===== config.mk =====
export PLATFORM = sky130hd
export DESIGN_NAME = life_cell_tick_rx_flat
export DESIGN_NICKNAME = d
export VERILOG_FILES = /design/src/rtl/life_cell_tick_rx_if.sv /design/src/rtl/life_cell_tick_rx.sv /design/src/flat_wrapper.sv
export SDC_FILE = /design/constraint.sdc
export NUM_CORES = 1
export LEC_CHECK = 0
export CORE_UTILIZATION = 47
export DETAILED_ROUTE_END_ITERATION = 8
export GPL_ROUTABILITY_DRIVEN = 1
export GPL_TIMING_DRIVEN = 1
export PLACE_DENSITY_LB_ADDON = 0.25
export SKIP_LAST_GASP = 1
export SLEW_MARGIN = 20
export SYNTH_ARGS = -nofsm -noshare
export SYNTH_HDL_FRONTEND = slang
export SYNTH_SLANG_ARGS = --single-unit

===== constraint.sdc =====
create_clock -name clk -period 2.5 [get_ports clk]
set_input_delay 0.5 -clock clk [delete_from_list [all_inputs] [get_ports clk]]
set_output_delay 0.5 -clock clk [all_outputs]
set_load 0.02 [all_outputs]

===== src/rtl/life_cell_tick_rx_if.sv =====
// Tick bus from timer_8tick into a life cell.
// master drives ena/next_tick/neighbors; slave receives them.
interface life_cell_tick_rx_if;
   logic       ena;
   logic [2:0] next_tick;
   logic [7:0] neighbors;

   modport master (
      output ena,
      output next_tick,
      output neighbors
   );

   modport slave (
      input ena,
      input next_tick,
      input neighbors
   );
endinterface


===== src/rtl/life_cell_tick_rx.sv =====
// Game of Life cell: counts live neighbours over ticks 0..7, updates on 7.
// Ports: clk, rst (sync high), tick_bus (slave), load/load_value, alive, gen_done, sync_error.
module life_cell_tick_rx #(
   parameter logic       RESET_STATE  = 1'b0,
   parameter logic [8:0] BIRTH_MASK   = 9'b000001000,
   parameter logic [8:0] SURVIVE_MASK = 9'b000001100
) (
   input  logic                      clk,
   input  logic                      rst,
   life_cell_tick_rx_if.slave        tick_bus,
   input  logic                      load,
   input  logic                      load_value,
   output logic                      alive,
   output logic                      gen_done,
   output logic                      sync_error
);

   typedef enum logic {SYNC, ACCUM} state_t;

   state_t     state, state_n;
   logic [3:0] count, count_n;
   logic [2:0] expected, expected_n;
   logic       alive_n, gen_done_n, sync_error_n;
   logic [3:0] final_cnt;
   logic       nb_bit;

   assign nb_bit    = tick_bus.neighbors[tick_bus.next_tick];
   assign final_cnt = count + {3'b000, tick_bus.neighbors[7]};

   always_comb begin
      state_n      = state;
      count_n      = count;
      expected_n   = expected;
      alive_n      = alive;
      gen_done_n   = 1'b0;
      sync_error_n = 1'b0;
      if (load) begin
         alive_n    = load_value;
         state_n    = SYNC;
         count_n    = 4'd0;
         expected_n = 3'd0;
      end else if (tick_bus.ena) begin
         unique case (state)
            SYNC: begin
               if (tick_bus.next_tick == 3'd0) begin
                  count_n    = {3'b000, tick_bus.neighbors[0]};
                  expected_n = 3'd1;
                  state_n    = ACCUM;
               end
            end
            ACCUM: begin
               if (tick_bus.next_tick == expected) begin
                  if (expected == 3'd7) begin
                     alive_n    = alive ? SURVIVE_MASK[final_cnt]
                                        : BIRTH_MASK[final_cnt];
                     gen_done_n = 1'b1;
                     count_n    = 4'd0;
                     expected_n = 3'd0;
                  end else begin
                     count_n    = count + {3'b000, nb_bit};
                     expected_n = expected + 3'd1;
                  end
               end else begin
                  // Out-of-order tick: drop the partial frame.
                  // A tick 0 is itself a valid frame start.
                  sync_error_n = 1'b1;
                  if (tick_bus.next_tick == 3'd0) begin
                     count_n    = {3'b000, tick_bus.neighbors[0]};
                     expected_n = 3'd1;
                  end else begin
                     count_n    = 4'd0;
                     expected_n = 3'd0;
                     state_n    = SYNC;
                  end
               end
            end
            default: state_n = SYNC;
         endcase
      end
   end

   always_ff @(posedge clk) begin
      if (rst) begin
         state      <= SYNC;
         count      <= 4'd0;
         expected   <= 3'd0;
         alive      <= RESET_STATE;
         gen_done   <= 1'b0;
         sync_error <= 1'b0;
      end else begin
         state      <= state_n;
         count      <= count_n;
         expected   <= expected_n;
         alive      <= alive_n;
         gen_done   <= gen_done_n;
         sync_error <= sync_error_n;
      end
   end

endmodule

===== src/flat_wrapper.sv =====
// flat-port wrapper written by rule: the top's interface ports become plain ports
module life_cell_tick_rx_flat 
#(
   parameter logic       RESET_STATE  = 1'b0,
   parameter logic [8:0] BIRTH_MASK   = 9'b000001000,
   parameter logic [8:0] SURVIVE_MASK = 9'b000001100
)
  (clk, rst, load, load_value, alive, gen_done, sync_error, tick_bus_ena, tick_bus_next_tick, tick_bus_neighbors);
  life_cell_tick_rx_if tick_bus_i ();
  input  logic clk;
  input  logic rst;
  input  logic load;
  input  logic load_value;
  output logic alive;
  output logic gen_done;
  output logic sync_error;
  input wire logic [$bits(tick_bus_i.ena)-1:0] tick_bus_ena;
  input wire logic [$bits(tick_bus_i.next_tick)-1:0] tick_bus_next_tick;
  input wire logic [$bits(tick_bus_i.neighbors)-1:0] tick_bus_neighbors;
  assign tick_bus_i.ena = tick_bus_ena;
  assign tick_bus_i.next_tick = tick_bus_next_tick;
  assign tick_bus_i.neighbors = tick_bus_neighbors;
  life_cell_tick_rx #(.RESET_STATE(RESET_STATE), .BIRTH_MASK(BIRTH_MASK), .SURVIVE_MASK(SURVIVE_MASK)) u_core (.clk(clk), .rst(rst), .tick_bus(tick_bus_i), .load(load), .load_value(load_value), .alive(alive), .gen_done(gen_done), .sync_error(sync_error));
endmodule

# After elaboration in Yosys (flattened, before gate mapping)
# Memory sizes are Yosys's and may differ from the RTL's.
# Index checks and enable logic that the tools add are counted.
# word_totals
ff_bits	11
mem_bits_ro	32
output_inout_bits	3
word_cells	54
memories	2
# memory_table
name	depth	word_bits	read_ports	rd_ports_with_merged_regs	wr	line_no	source
(name not given)	16	1	1	0	0	life_cell_tick_rx.sv:54	alive_n = alive ? SURVIVE_MASK[final_cnt]
(name not given)	16	1	1	0	0	life_cell_tick_rx.sv:55	: BIRTH_MASK[final_cnt];
# classes
addsub	3
order_cmp	2
eq_ne	3
muxes	25
bitwise	3
reduce_logical	10
# op_table
op	count
$mux W1	15
$mux W4	3
$mux W3	3
$add A4 B1 Y4	2
$pmux W4 S2	1
$reduce_bool A2 Y1	4
$pmux W3 S2	1
$lt A4 B5 Y1 const B	1
$reduce_or A5 Y1	1
$lt A3 B4 Y1 const B	1
$reduce_and A4 Y1	1
$reduce_or A4 Y1	1
$add A3 B1 Y3 const B	1
$bmux W1 S3	1
$eq A3 B3 Y1	1
$eq A3 B3 Y1 const B	1
$logic_not A3 Y1	1
$not A1 Y1	3
$ne A2 B1 Y1 const B	1
$pmux W1 S2	1
$reduce_and A2 Y1	1
$reduce_or A2 Y1	1

# Logic depth before layout (Yosys ltp)
# logic_depth
ltp_word	9
ltp_mapped	7

# Least setup slack after synthesis
# OpenSTA, ideal clock, no wires.
# synth_timing
kind	input -> register
start	input tick_bus_next_tick[0]
end	register u_core.count[1]
setup_time_ns	0.129
arrival_time_ns	1.912
setup_slack_ns	0.460
stages	6
path_cell_list	mux4_1 mux2_2 ha_1 ha_1 a22oi_1 nor2_1
# synth_between
elab_chain_cells	6
# synth_rtl
item	line_no	source
start: declaration	flat_wrapper.sv:18	input wire logic [$bits(tick_bus_i.next_tick)-1:0] tick_bus_next_tick;
$bmux W1 S3	life_cell_tick_rx.sv:27	assign nb_bit = tick_bus.neighbors[tick_bus.next_tick];
$mux W1 (implied by the code)	life_cell_tick_rx.sv:27	
$add A4 B1 Y4	life_cell_tick_rx.sv:60	count_n = count + {3'b000, nb_bit};
$mux W4	life_cell_tick_rx.sv:53	if (expected == 3'd7) begin
$mux W4	life_cell_tick_rx.sv:52	if (tick_bus.next_tick == expected) begin
$pmux W4 S2	life_cell_tick_rx.sv:43	unique case (state)
end signal: assignment	life_cell_tick_rx.sv:92	count <= count_n;
end: declaration	life_cell_tick_rx.sv:21	logic [3:0] count, count_n;
# Several ways; a longest one is shown, not always the timed one. The select of a mux whose other input is x is not followed.
# A chain may end at the register's enable or synchronous reset.

# Worst setup path in the final report
# Ends and elaborated chain as after synthesis.

==> results.toml <==
[clock_network]
clk_pin_slew_ns = 0.08
clockBufferDepth = 2
post_cts_buffers = 0
cts_resized = 0
cts_tree = "done"
root_buffer = "clkbuf_4"
cts_buffers = 3
postCtsHoldBufs = 0
cts_sinks = 11
insertion_delay_ns = 0.27
cts-htree-levels = 1

[logic_synthesis]
ys_warn_count = 0
synth.area.top_cells = "dfxtp_1, ha_1, mux4_1"
synth_top_area_share_pct = 29.0
syn_inst = 78
ys_ff_latch = 11
synth-edff-count = 0
syn_avg_cell_area_sq_um = 9.74
synthArstFlopShare_pct = 0
ys_types = 37
yosys.area.top_type = "dfxtp_1"
ys.flop_type = "dfxtp_1"
yosysMostFrequentCell = "dfxtp_1"
syn_area_sq_um = 759
synth_commonest_cells = "dfxtp_1, nand2_1, nor2_1"
synthesis.nets = 100
yosysSeqAreaShare_pct = 29.0

[outcome]
status = "finished, final reports clean"

[timing]
min_period_ns = 2.39
setup_viol_count_final = 0
whs_ns = 0.504
maxSlewHeadroom_pct = 60.5
maxSlewViolCount = 0
finalHoldViolCount = 0
min_period_over_period_pct = 95.6
worstMarginPinSlew_ns = 0.588
rsz0062_at_grt = "no"
clock.fmax_mhz = 418
clock_skew_ns = 0.00959

[setup_path]
critical_path_class = "in -> reg"
critPathCaptureType = "register"
worstPathCellList = "clkdlybuf4s50_1 -> mux4_1 -> mux2_2 -> ha_1 -> ha_1 -> a22oi_1 -> nor2_1"
path_delay_family = "multiplexers"
r2r_start = "u_core.expected[0]"
cpMostUsedCell = "ha_1"
slowest_stage = "mux4_1"
r2r_slack_ns = 0.67
crit_buf_inv = 1
reg2reg_depth = 6
cp-start-kind = "input pin"
path_depth = 7
worstPathArrival_ns = 2.55
r2r-end = "u_core.count[2]"
crit_fanout = 3
worstPathRequired_ns = 2.66
cp_slowest_stage_delay_ns = 0.56

[drt]
avgViaCountPerCell = 5.86
wl_mm = 1.76
antenna_left = 0
via_count = 692
post-route-drc-count = 0
first_iter_violations = 7
wl_per_cell_microns = 14.9
drtPass1Iterations = 4

[placed_design]
port_buffers = 18
gp_congestion = 0.740
hpwlAfterDp_mm = 1.33
placed_cells = 114

[global_routing]
grt_first_pass_wirelength_mm = 2.97
grt_overflow = 0
grtUsageMet3_pct = 2.59
groute.layer.met2.usage_pct = 39.1
antenna_found_initial = 0
grt_max_degree = 11
grtUsageTotal_pct = 21.9
met1_usage_pct = 26.2
busiest_layer = "met2"
grt_pass1_vias = 653

[worst_hold_path]
holdPathStages = 2
whs_endpoint = "u_core.count[0]"
min_from = "u_core.count[0]"
hold_path.class = "reg -> reg"

[cells_and_area]
diodes = 0
syn2layout_area_growth_pct = 32.8
nets = 125
instances_no_fill = 118
drive_above_1_share_pct = 15.7
fillers = 122

[floorplanning]
io_pins = 19
core_area_sq_um = 1510
dieHeight_microns = 42.2
rows = 14
die_x_microns = 42.2
initial_core_util_pct = 50.4
die_area_sq_um = 1780

[power]
ir_worst_vdd_mv = 0.331
p_per_area_nw_per_um2 = 369
p_leak_nw = 0.384

[job]
maxCapViolations = 0
layer usage:
layer  share of wire, %  wire, microns  vias up
met5                  0              0        -
met2                 54            952        8
met1                 43            750      330
met3                2.2             39        2
li1                   -              -      352
met4                1.0             18        0
worst reg2reg max path: stages (launching register included):
cell and delay, ns:
dfxtp_1 0.38, ha_1 0.23, ha_1 0.25, nand3b_1 0.21, nor4_2 0.42, nand3b_1 0.13
a31oi_1 0.17
registers in the layout (all words and copies together), names as in the netlist:
register	cells
u_core.alive	1
u_core.count	4
u_core.expected	3
u_core.gen_done	1
u_core.state	1
u_core.sync_error	1
power breakdown:
part           total (mW)  leakage, nW  internal [mW]  switching, mW
registers           0.179       0.0889          0.177        0.00190
logic              0.0695        0.281         0.0410         0.0285
clock network       0.124       0.0150         0.0616         0.0621
total               0.372        0.384          0.280         0.0924
stage by stage:
stage	setup TNS, ns	setup WS, ns	power [mW]	area, sq um	utilization [%]
2_1_floorplan	0	0.460	0.211	759	-
3_3_place_gp	-0.255	-0.114	0.251	982	65.2
3_5_place_dp	-0.389	-0.172	0.252	982	65.2
4_1_cts	0	0.118	0.377	1010	66.9
5_1_grt	0	0.0676	0.389	1010	66.9
6_report	0	0.110	0.372	1010	66.9
cells in the final DEF, fill, tap and decap left out, types with 2 or more instances in the layout:
master	synthesis	final
nor2_1	7	7
clkdlybuf4s50_1	0	18
ha_1	6	6
xor2_2	3	3
a31oi_1	2	2
nand3_1	3	3
dfxtp_1	11	11
clkbuf_4	0	3
mux4_1	2	2
inv_1	4	4
a311oi_1	2	2
a32oi_1	2	2
nand3b_1	3	3
nor3_1	2	2
buf_4	0	4
nand2_1	7	7
worst max path at each step:
stage / start / endpoint
final: tick_bus_next_tick[0] / u_core.count[1]
after global routing: tick_bus_next_tick[0] / u_core.count[1]
after CTS: tick_bus_next_tick[0] / u_core.count[1]
after detailed placement: tick_bus_next_tick[0] / u_core.count[1]
after global placement: tick_bus_next_tick[0] / u_core.count[1]
after floorplan: tick_bus_next_tick[0] / u_core.count[1]
kinds of logic (layout without fill, tap and decap cells):
family | count (synthesis) | after routing | synth area share, %
adder cells (fa/ha/maj) | 6 | 6 | 9.88
multiplexers | 3 | 3 | 8.40
AO/OA/AOI/OAI | 17 | 17 | 18.5
XOR/XNOR | 3 | 3 | 6.43
flip-flops | 11 | 11 | 29.0
buffers and inverters | 6 | 30 | 2.96
AND/OR/NAND/NOR | 32 | 32 | 24.9
final cells by class:
cell class / count / area, sq um / share of cell area, %
tap: 16 / 20.0 / 1.99
inverter: 4 / 15.0 / 1.49
timing repair buffer: 22 / 210 / 20.8
multi-input combinational: 61 / 517 / 51.2
sequential: 11 / 220 / 21.8
clock buffer: 4 / 26.3 / 2.61
(Power assumes the default switching activity.)
